File: src/rtl/pipe_stage_reg.sv
// Two-entry skid-buffered pipeline stage register with flush and optional perf counters.
// Define PIPE_STAGE_REG_PERF_EN to build the saturating stall/flush counters.
module pipe_stage_reg #(
  parameter int DATA_W = 96,
  parameter int CTRL_W = 16,
  parameter int CNT_W  = 16
) (
  input  logic              clk,
  input  logic              rst,
  input  logic              flush,
  input  logic              in_valid,
  output logic              in_ready,
  input  logic [DATA_W-1:0] in_data,
  input  logic [CTRL_W-1:0] in_ctrl,
  output logic              out_valid,
  input  logic              out_ready,
  output logic [DATA_W-1:0] out_data,
  output logic [CTRL_W-1:0] out_ctrl,
  output logic [1:0]        occupancy,
  output logic [CNT_W-1:0]  stall_cnt,
  output logic [CNT_W-1:0]  flush_cnt
);

  typedef enum logic [1:0] {
    EMPTY = 2'd0,
    ONE   = 2'd1,
    FULL  = 2'd2
  } state_t;

  state_t            state, state_next;
  logic [DATA_W-1:0] main_data, skid_data;
  logic [CTRL_W-1:0] main_ctrl, skid_ctrl;
  logic              main_load_in, main_load_skid, skid_load;
  logic              in_fire, out_fire;

  // in_ready depends only on registered state, so out_ready never reaches it
  assign in_ready  = (state != FULL);
  assign out_valid = (state != EMPTY);
  assign in_fire   = in_valid & in_ready;
  assign out_fire  = out_valid & out_ready;

  // Bubbles present all-zero so downstream write enables stay low
  assign out_data  = out_valid ? main_data : '0;
  assign out_ctrl  = out_valid ? main_ctrl : '0;

  always_comb begin
    occupancy = 2'd0;
    case (state)
      ONE:     occupancy = 2'd1;
      FULL:    occupancy = 2'd2;
      default: occupancy = 2'd0;
    endcase
  end

  always_comb begin
    state_next     = state;
    main_load_in   = 1'b0;
    main_load_skid = 1'b0;
    skid_load      = 1'b0;
    case (state)
      EMPTY: begin
        if (in_fire) begin
          main_load_in = 1'b1;
          state_next   = ONE;
        end
      end
      ONE: begin
        if (in_fire && out_fire) begin
          main_load_in = 1'b1;
        end else if (in_fire) begin
          skid_load  = 1'b1;
          state_next = FULL;
        end else if (out_fire) begin
          state_next = EMPTY;
        end
      end
      FULL: begin
        if (out_fire) begin
          main_load_skid = 1'b1;
          state_next     = ONE;
        end
      end
      default: state_next = EMPTY;
    endcase
  end

  // Reset and flush both wipe the stage; reset additionally clears the counters below
  always_ff @(posedge clk) begin
    if (rst || flush) begin
      state     <= EMPTY;
      main_data <= '0;
      main_ctrl <= '0;
      skid_data <= '0;
      skid_ctrl <= '0;
    end else begin
      state <= state_next;
      if (main_load_in) begin
        main_data <= in_data;
        main_ctrl <= in_ctrl;
      end else if (main_load_skid) begin
        main_data <= skid_data;
        main_ctrl <= skid_ctrl;
      end
      if (skid_load) begin
        skid_data <= in_data;
        skid_ctrl <= in_ctrl;
      end
    end
  end

`ifdef PIPE_STAGE_REG_PERF_EN
  logic [CNT_W-1:0] stall_q, flush_q;

  always_ff @(posedge clk) begin
    if (rst) begin
      stall_q <= '0;
      flush_q <= '0;
    end else begin
      if (out_valid && !out_ready && (stall_q != {CNT_W{1'b1}}))
        stall_q <= stall_q + 1'b1;
      if (flush && (flush_q != {CNT_W{1'b1}}))
        flush_q <= flush_q + 1'b1;
    end
  end

  assign stall_cnt = stall_q;
  assign flush_cnt = flush_q;
`else
  assign stall_cnt = '0;
  assign flush_cnt = '0;
`endif

endmodule
File: config.mk
export PLATFORM = sky130hd
export DESIGN_NAME = pipe_stage_reg
export DESIGN_NICKNAME = d
export VERILOG_FILES = /design/src/rtl/pipe_stage_reg.sv
export SDC_FILE = /design/constraint.sdc
export NUM_CORES = 1
export LEC_CHECK = 0
export CORE_MARGIN = 3
export CORE_UTILIZATION = 40
export CTS_CLUSTER_SIZE = 8
export DETAILED_ROUTE_END_ITERATION = 8
export GPL_TIMING_DRIVEN = 0
export PLACE_DENSITY = 0.67
export SYNTH_ARGS = -nofsm -noshare
export SYNTH_HDL_FRONTEND = slang
export SYNTH_SLANG_ARGS = --single-unit
export TNS_END_PERCENT = 20
File: constraint.sdc
create_clock -name clk -period 1.65 [get_ports clk]
set_input_delay 0.33 -clock clk [delete_from_list [all_inputs] [get_ports clk]]
set_output_delay 0.33 -clock clk [all_outputs]
set_load 0.02 [all_outputs]
==> results of run 1 <==
flip-flops by register name (all words and copies together) (netlist names):
signal,flops
main_data,96
skid_ctrl,16
skid_data,96
state,2
main_ctrl,16
layout make-up:
| cell class | instances | share of cell area |
|---|---|---|
| Timing Repair Buffer | 247 | 0.174 |
| Clock inverter | 2 | 0.00116 |
| Inverter | 4 | 0.00143 |
| Antenna cell | 2 | 0.000358 |
| Buffer | 141 | 0.0741 |
| Sequential cell | 226 | 0.324 |
| Multi-Input combinational cell | 952 | 0.333 |
| Clock buffer | 36 | 0.0629 |
| Tap cell | 319 | 0.0286 |
logic make-up after synthesis:
family,count (synthesis),share of synthesized area
buf+inv,146,0.0781
mux,1,0.00104
simple gates,575,0.256
flops,226,0.470
compound gates,344,0.194
other cells,1,0.000389
per-stage QoR:
step,setup TNS (ns),power [mW]
after CTS,-61.13,13.3
after floorplan,0,6.50
final,-48.04,13.3
after detailed placement,-288.08,7.17
after global placement,-281.72,7.17
after global routing,-62.33,13.8
placed cells by master (no fill, tap or decap), types with 58 or more instances in the layout:
| cell type | synthesis | layout |
|---|---|---|
| nand2_1 | 446 | 444 |
| dfxtp_1 | 226 | 224 |
| a21oi_1 | 115 | 115 |
| clkdlybuf4s50_1 | 0 | 115 |
| a31oi_1 | 109 | 109 |
| buf_6 | 0 | 80 |
| o21ai_1 | 76 | 77 |
| buf_4 | 39 | 66 |
| and2_4 | 0 | 58 |
| buf_2 | 46 | 58 |
layer usage:
metal,wire length (um),vias up
met2,14300,313
met3,2320,40
met1,13500,4382
met4,510,2
met5,7,-
li1,-,4829
worst max-delay path, cell delays in order, from the launching register on:
cell       delay (ns)
dfxtp_4          0.36
nor2_4           0.15
clkinv_4         0.12
clkbuf_16        0.21
clkbuf_16        0.16
and2_4           0.15
buf_6            0.12
report_power, final:
| group | internal, mW | switching, mW | total, mW |
|---|---|---|---|
| registers | 5.60 | 0.0786 | 5.68 |
| logic | 0.732 | 0.865 | 1.60 |
| clock network | 3.72 | 2.28 | 6.00 |
| total | 10.1 | 3.23 | 13.3 |
final timing paths:
check                                      to          start  cells past startpoint  slack [ns]
worst min register to register  skid_data[25]  skid_data[25]                      2        0.45
worst max-delay path             out_data[32]       state[1]                      6       -0.45
worst min-delay path                 state[1]      out_ready                      2        0.22
worst max register to register  main_data[21]       state[0]                      7       -0.09
timing repair:
item	CTS	global route
cloned	4	7
pin swaps	1	30
resized for setup	604	226
setup buffers	1	3
setup endpoints to repair	337	332
==> impl_metrics.py, run 1 <==
metrics = {
    "detailed_routing": {
        "drc": 0,
        "viasPerCell": 4.96,
        "drtIter0Drc": 486,
        "wl_per_cell_um": 15.9,
        "firstDrtPassIters": 5,
        "ant_nets": 0,
        "vias": 9566,
        "wl_um": 30600,
    },
    "timing": {
        "max_freq_mhz": 477,
        "skew_ns": 0.0169,
        "worst-slew-pin-transition_ns": 0.520,
        "hold_ws_ns": 0.221,
        "setup_viol": 154,
        "relSlewSlack": 0.654,
        "rsz0062_at_grt": "yes",
        "hold_viol_final": 0,
        "timing.final.crit_share": 1.27,
        "post-route-min-period_ns": 2.10,
        "finalMaxSlewViolations": 0,
        "setup_slack_ns": -0.446,
    },
    "synth": {
        "yosys.cell_types.count": 26,
        "syn-cell-area_um2": 9630,
        "avgSynthCellArea_um2": 7.45,
        "ys_async_sr_fraction": 0,
        "synthCells": 1293,
        "synth_top_area_share": 0.470,
        "synth_edf_count": 0,
        "synth.area.top_cells": "dfxtp_1 47%, nand2_1 17%, and2_1 7.2%",
        "yosysSeqAreaShare": 0.470,
        "ys.flop_type": "dfxtp_1",
        "yosysWarnings": 0,
        "synth_largest_area_cell": "dfxtp_1",
        "synth_common_cells": "446 x nand2_1, 226 x dfxtp_1, 115 x a21oi_1",
        "yosysMostFrequentCell": "nand2_1",
        "synth_seq_cells": 226,
    },
    "flow_run": {
        "cap_violations": 0,
    },
    "die": {
        "core_area_um2": 23500,
        "initial_utilization": 0.409,
        "die_x_um": 161,
        "ios": 265,
        "row_count": 56,
        "fp.dieArea_um2": 26000,
        "die_y_um": 161,
    },
    "global_routing": {
        "grt_pass1_wl_um": 47500,
        "antenna_found_initial": 3,
        "grt_pass1_vias": 9125,
        "grt_max_degree": 11,
        "use_met2": 0.361,
        "track_usage": 0.223,
        "grtUsageMet3": 0.0533,
        "use_met1": 0.298,
        "grt_busiest_layer": "met2",
        "overflow": 0,
    },
    "clock_network": {
        "cts_tree": "built",
        "clock-root-buffer": "clkbuf_16",
        "cts_htree_levels": 2,
        "cts_sinks": 226,
        "clkLatencyLatePin_ns": 0.49,
        "cts_buffers": 34,
        "path_clk_slew_ns": 0.05,
        "clockBufferDepth": 3,
        "ctsHoldBuffers": 0,
    },
    "worst_setup_path": {
        "arrival_ns": 1.77,
        "setup.worst_path.end_class": "output port",
        "worst-path-max-fanout": 5,
        "worst_setup_path_start_kind": "flip-flop",
        "worstPathRequired_ns": 1.32,
        "path_class": "reg2out",
    },
    "final_layout": {
        "multiInputGateArea_um2": 4650,
        "fin_cells": 1929,
        "nFillCells": 2223,
        "syn_to_final_growth_pct": 45.1,
        "nets": 1723,
        "drive_above_1_share": 0.222,
        "register_area_um2": 4530,
        "finish.instance_area_um2": 14000,
        "final_util": 0.594,
    },
    "worst_hold_path": {
        "min_path_type": "in2reg",
    },
    "power": {
        "power-per-cell-area_nw_per_um2": 951,
        "ir_worst_vdd_v": 0.000493,
        "power.leakage_nw": 5.40,
    },
    "placement": {
        "place_congestion": 0.802,
        "post_dp_cell_area_um2": 12500,
        "hpwl_um": 20700,
        "detailedPlace.worstSlack_ns": -1.36,
        "dp.cells": 1875,
        "io_buffers": 232,
    },
    "run_status": {
        "status": "finished, violations left",
        "violations": "setup timing",
    },
}
Power figures use the tool's default switching activity.
==> run 2: changes to the inputs <==
CAP_MARGIN = 5   (was default)
CORE_MARGIN = default   (was 3)
==> impl_metrics.py, run 2 (synthesis results as in run 1) <==
metrics = {
    "worst_setup_path": {
        "arrival_ns": 1.72,
        "slowest_delay_ns": 0.34,
        "r2r_slack_ns": -0.05,
        "worstPathCellList": "nor2_4 -> inv_4 -> clkbuf_16 -> clkbuf_16 -> and2_1 -> buf_2",
        "r2r_start": "state[1]",
        "worst_setup_path_start_kind": "flip-flop",
        "path_class": "reg2out",
        "reg2reg_to": "main_ctrl[10]",
        "cpMostUsedCell": "clkbuf_16",
        "cp_num_buf_inv": 4,
        "crit_slowest_cell": "dfxtp_2",
        "worstPathRequired_ns": 1.32,
        "critical-path-top-delay-family": "buffers and inverters",
        "worst-path-max-fanout": 5,
        "r2r_cells": 7,
        "setup.worst_path.end_class": "output port",
    },
    "clock_network": {
        "cts_htree_levels": 2,
        "clkLatencyLatePin_ns": 0.49,
        "clock-root-buffer": "clkbuf_16",
        "cts_sinks": 226,
        "clockBufferDepth": 3,
        "path_clk_slew_ns": 0.05,
        "cts_buffers": 34,
        "cts_tree": "built",
    },
    "final_layout": {
        "final_common_cell": "nand2_1",
        "final_util": 0.574,
        "final_cell_mix": "444 x nand2_1, 224 x dfxtp_1, 115 x a21oi_1, 115 x clkdlybuf4s50_1",
        "syn_to_final_growth_pct": 40.5,
        "nets": 1720,
        "reg_top3": "main_data: 96 flops, skid_data: 96 flops",
        "drive_above_1_share": 0.199,
    },
    "worst_hold_path": {
        "min_to": "state[1]",
        "hold_depth": 2,
        "min_from": "out_ready",
        "min_path_type": "in2reg",
    },
    "detailed_routing": {
        "vias": 9594,
        "firstDrtPassIters": 5,
        "viasPerCell": 4.98,
        "ant_nets": 0,
        "wl_per_cell_um": 15.5,
        "drc": 0,
        "drtIter0Drc": 624,
        "wl_um": 29900,
    },
    "power": {
        "power-per-cell-area_nw_per_um2": 993,
        "p_total_mw": 13.4,
        "ir_worst_vdd_v": 0.000528,
        "power.leakage_nw": 5.30,
    },
    "run_status": {
        "violations": "setup timing",
        "status": "finished, violations left",
    },
    "timing": {
        "max_freq_mhz": 489,
        "finalMaxSlewViolations": 0,
        "setup-tns-final_ns": -40.95,
        "rsz0062_at_grt": "yes",
        "skew_ns": 0.0137,
        "setup_viol": 144,
        "setup_slack_ns": -0.396,
        "hold_ws_ns": 0.324,
        "timing.final.crit_share": 1.24,
        "post-route-min-period_ns": 2.05,
        "hold_viol_final": 0,
        "worst-slew-pin-transition_ns": 0.550,
        "relSlewSlack": 0.633,
    },
    "global_routing": {
        "track_usage": 0.238,
        "grt_max_degree": 11,
        "antenna_found_initial": 2,
        "grt_pass1_wl_um": 46600,
        "grt_pass1_vias": 9074,
        "overflow": 0,
    },
    "die": {
        "ios": 265,
        "die_x_um": 157,
        "fp.dieArea_um2": 24700,
        "initial_utilization": 0.409,
        "die_y_um": 157,
        "row_count": 56,
        "core_area_um2": 23500,
    },
    "placement": {
        "hpwl_um": 20000,
        "place_congestion": 0.821,
        "detailedPlace.worstSlack_ns": -1.40,
        "io_buffers": 232,
    },
    "flow_run": {
        "cap_violations": 0,
    },
}
==> run 2: changes by cell type in the layout (fill, tap and decap cells not counted), moves of 2 or more <==
| cell | delta |
|---|---|
| buf_2 | +51 |
| buf_6 | -48 |
| and2_1 | +39 |
| and2_4 | -39 |
| buf_4 | -5 |
| clkbuf_8 | +4 |
| clkbuf_16 | -3 |
| clkbuf_4 | +3 |
| buf_1 | -2 |
| buf_8 | -2 |
| o21ai_2 | +2 |
==> run 2: worst max-delay path by stage <==
stage	start	end	cells after the start
after floorplan	state[1]	out_ctrl[0]	6
after global placement	state[1]	out_data[14]	7
after detailed placement	state[1]	out_data[14]	7
after CTS	state[1]	out_data[32]	7
after global routing	state[1]	out_data[21]	6
final	state[1]	out_data[86]	6
==> run 2: final cells by class <==
cell class	count	area [um^2]
fill	2289	10000
multi-input combinational	952	4560
sequential	226	4530
timing repair buffer	244	2040
buffer	141	1040
clock buffer	37	926
tap	319	399
inverter	4	17.5
clock inverter	1	8.76
antenna	1	2.50
==> run 2: per-layer routing <==
metal,wire length [um],share of wire,up-vias,global-route usage
li1,-,-,4829,-
met5,14,0.00047,-,0
met1,13300,0.44,4391,0.311
met3,2280,0.076,53,0.0501
met2,13700,0.46,319,0.389
met4,631,0.021,2,0.0837
==> run 2: where the power goes <==
| part | internal, mW | switching [mW] |
|---|---|---|
| clock network | 3.90 | 2.31 |
| logic | 0.685 | 0.854 |
| registers | 5.60 | 0.0760 |
==> run 2: what timing repair did <==
action	4_1_cts	5_1_grt
buffers inserted	1	4
gates resized for setup	588	115
pin swaps	1	1
hold buffers	0	0
gates cloned	5	2
setup endpoints to repair	334	334
==> run 2: through the flow <==
step,cell area (um^2),std cells
floorplan,9740,1324
global placement,12500,1875
detailed placement,12500,1875
CTS,13300,1919
global route,13500,1924
finish,13500,1925
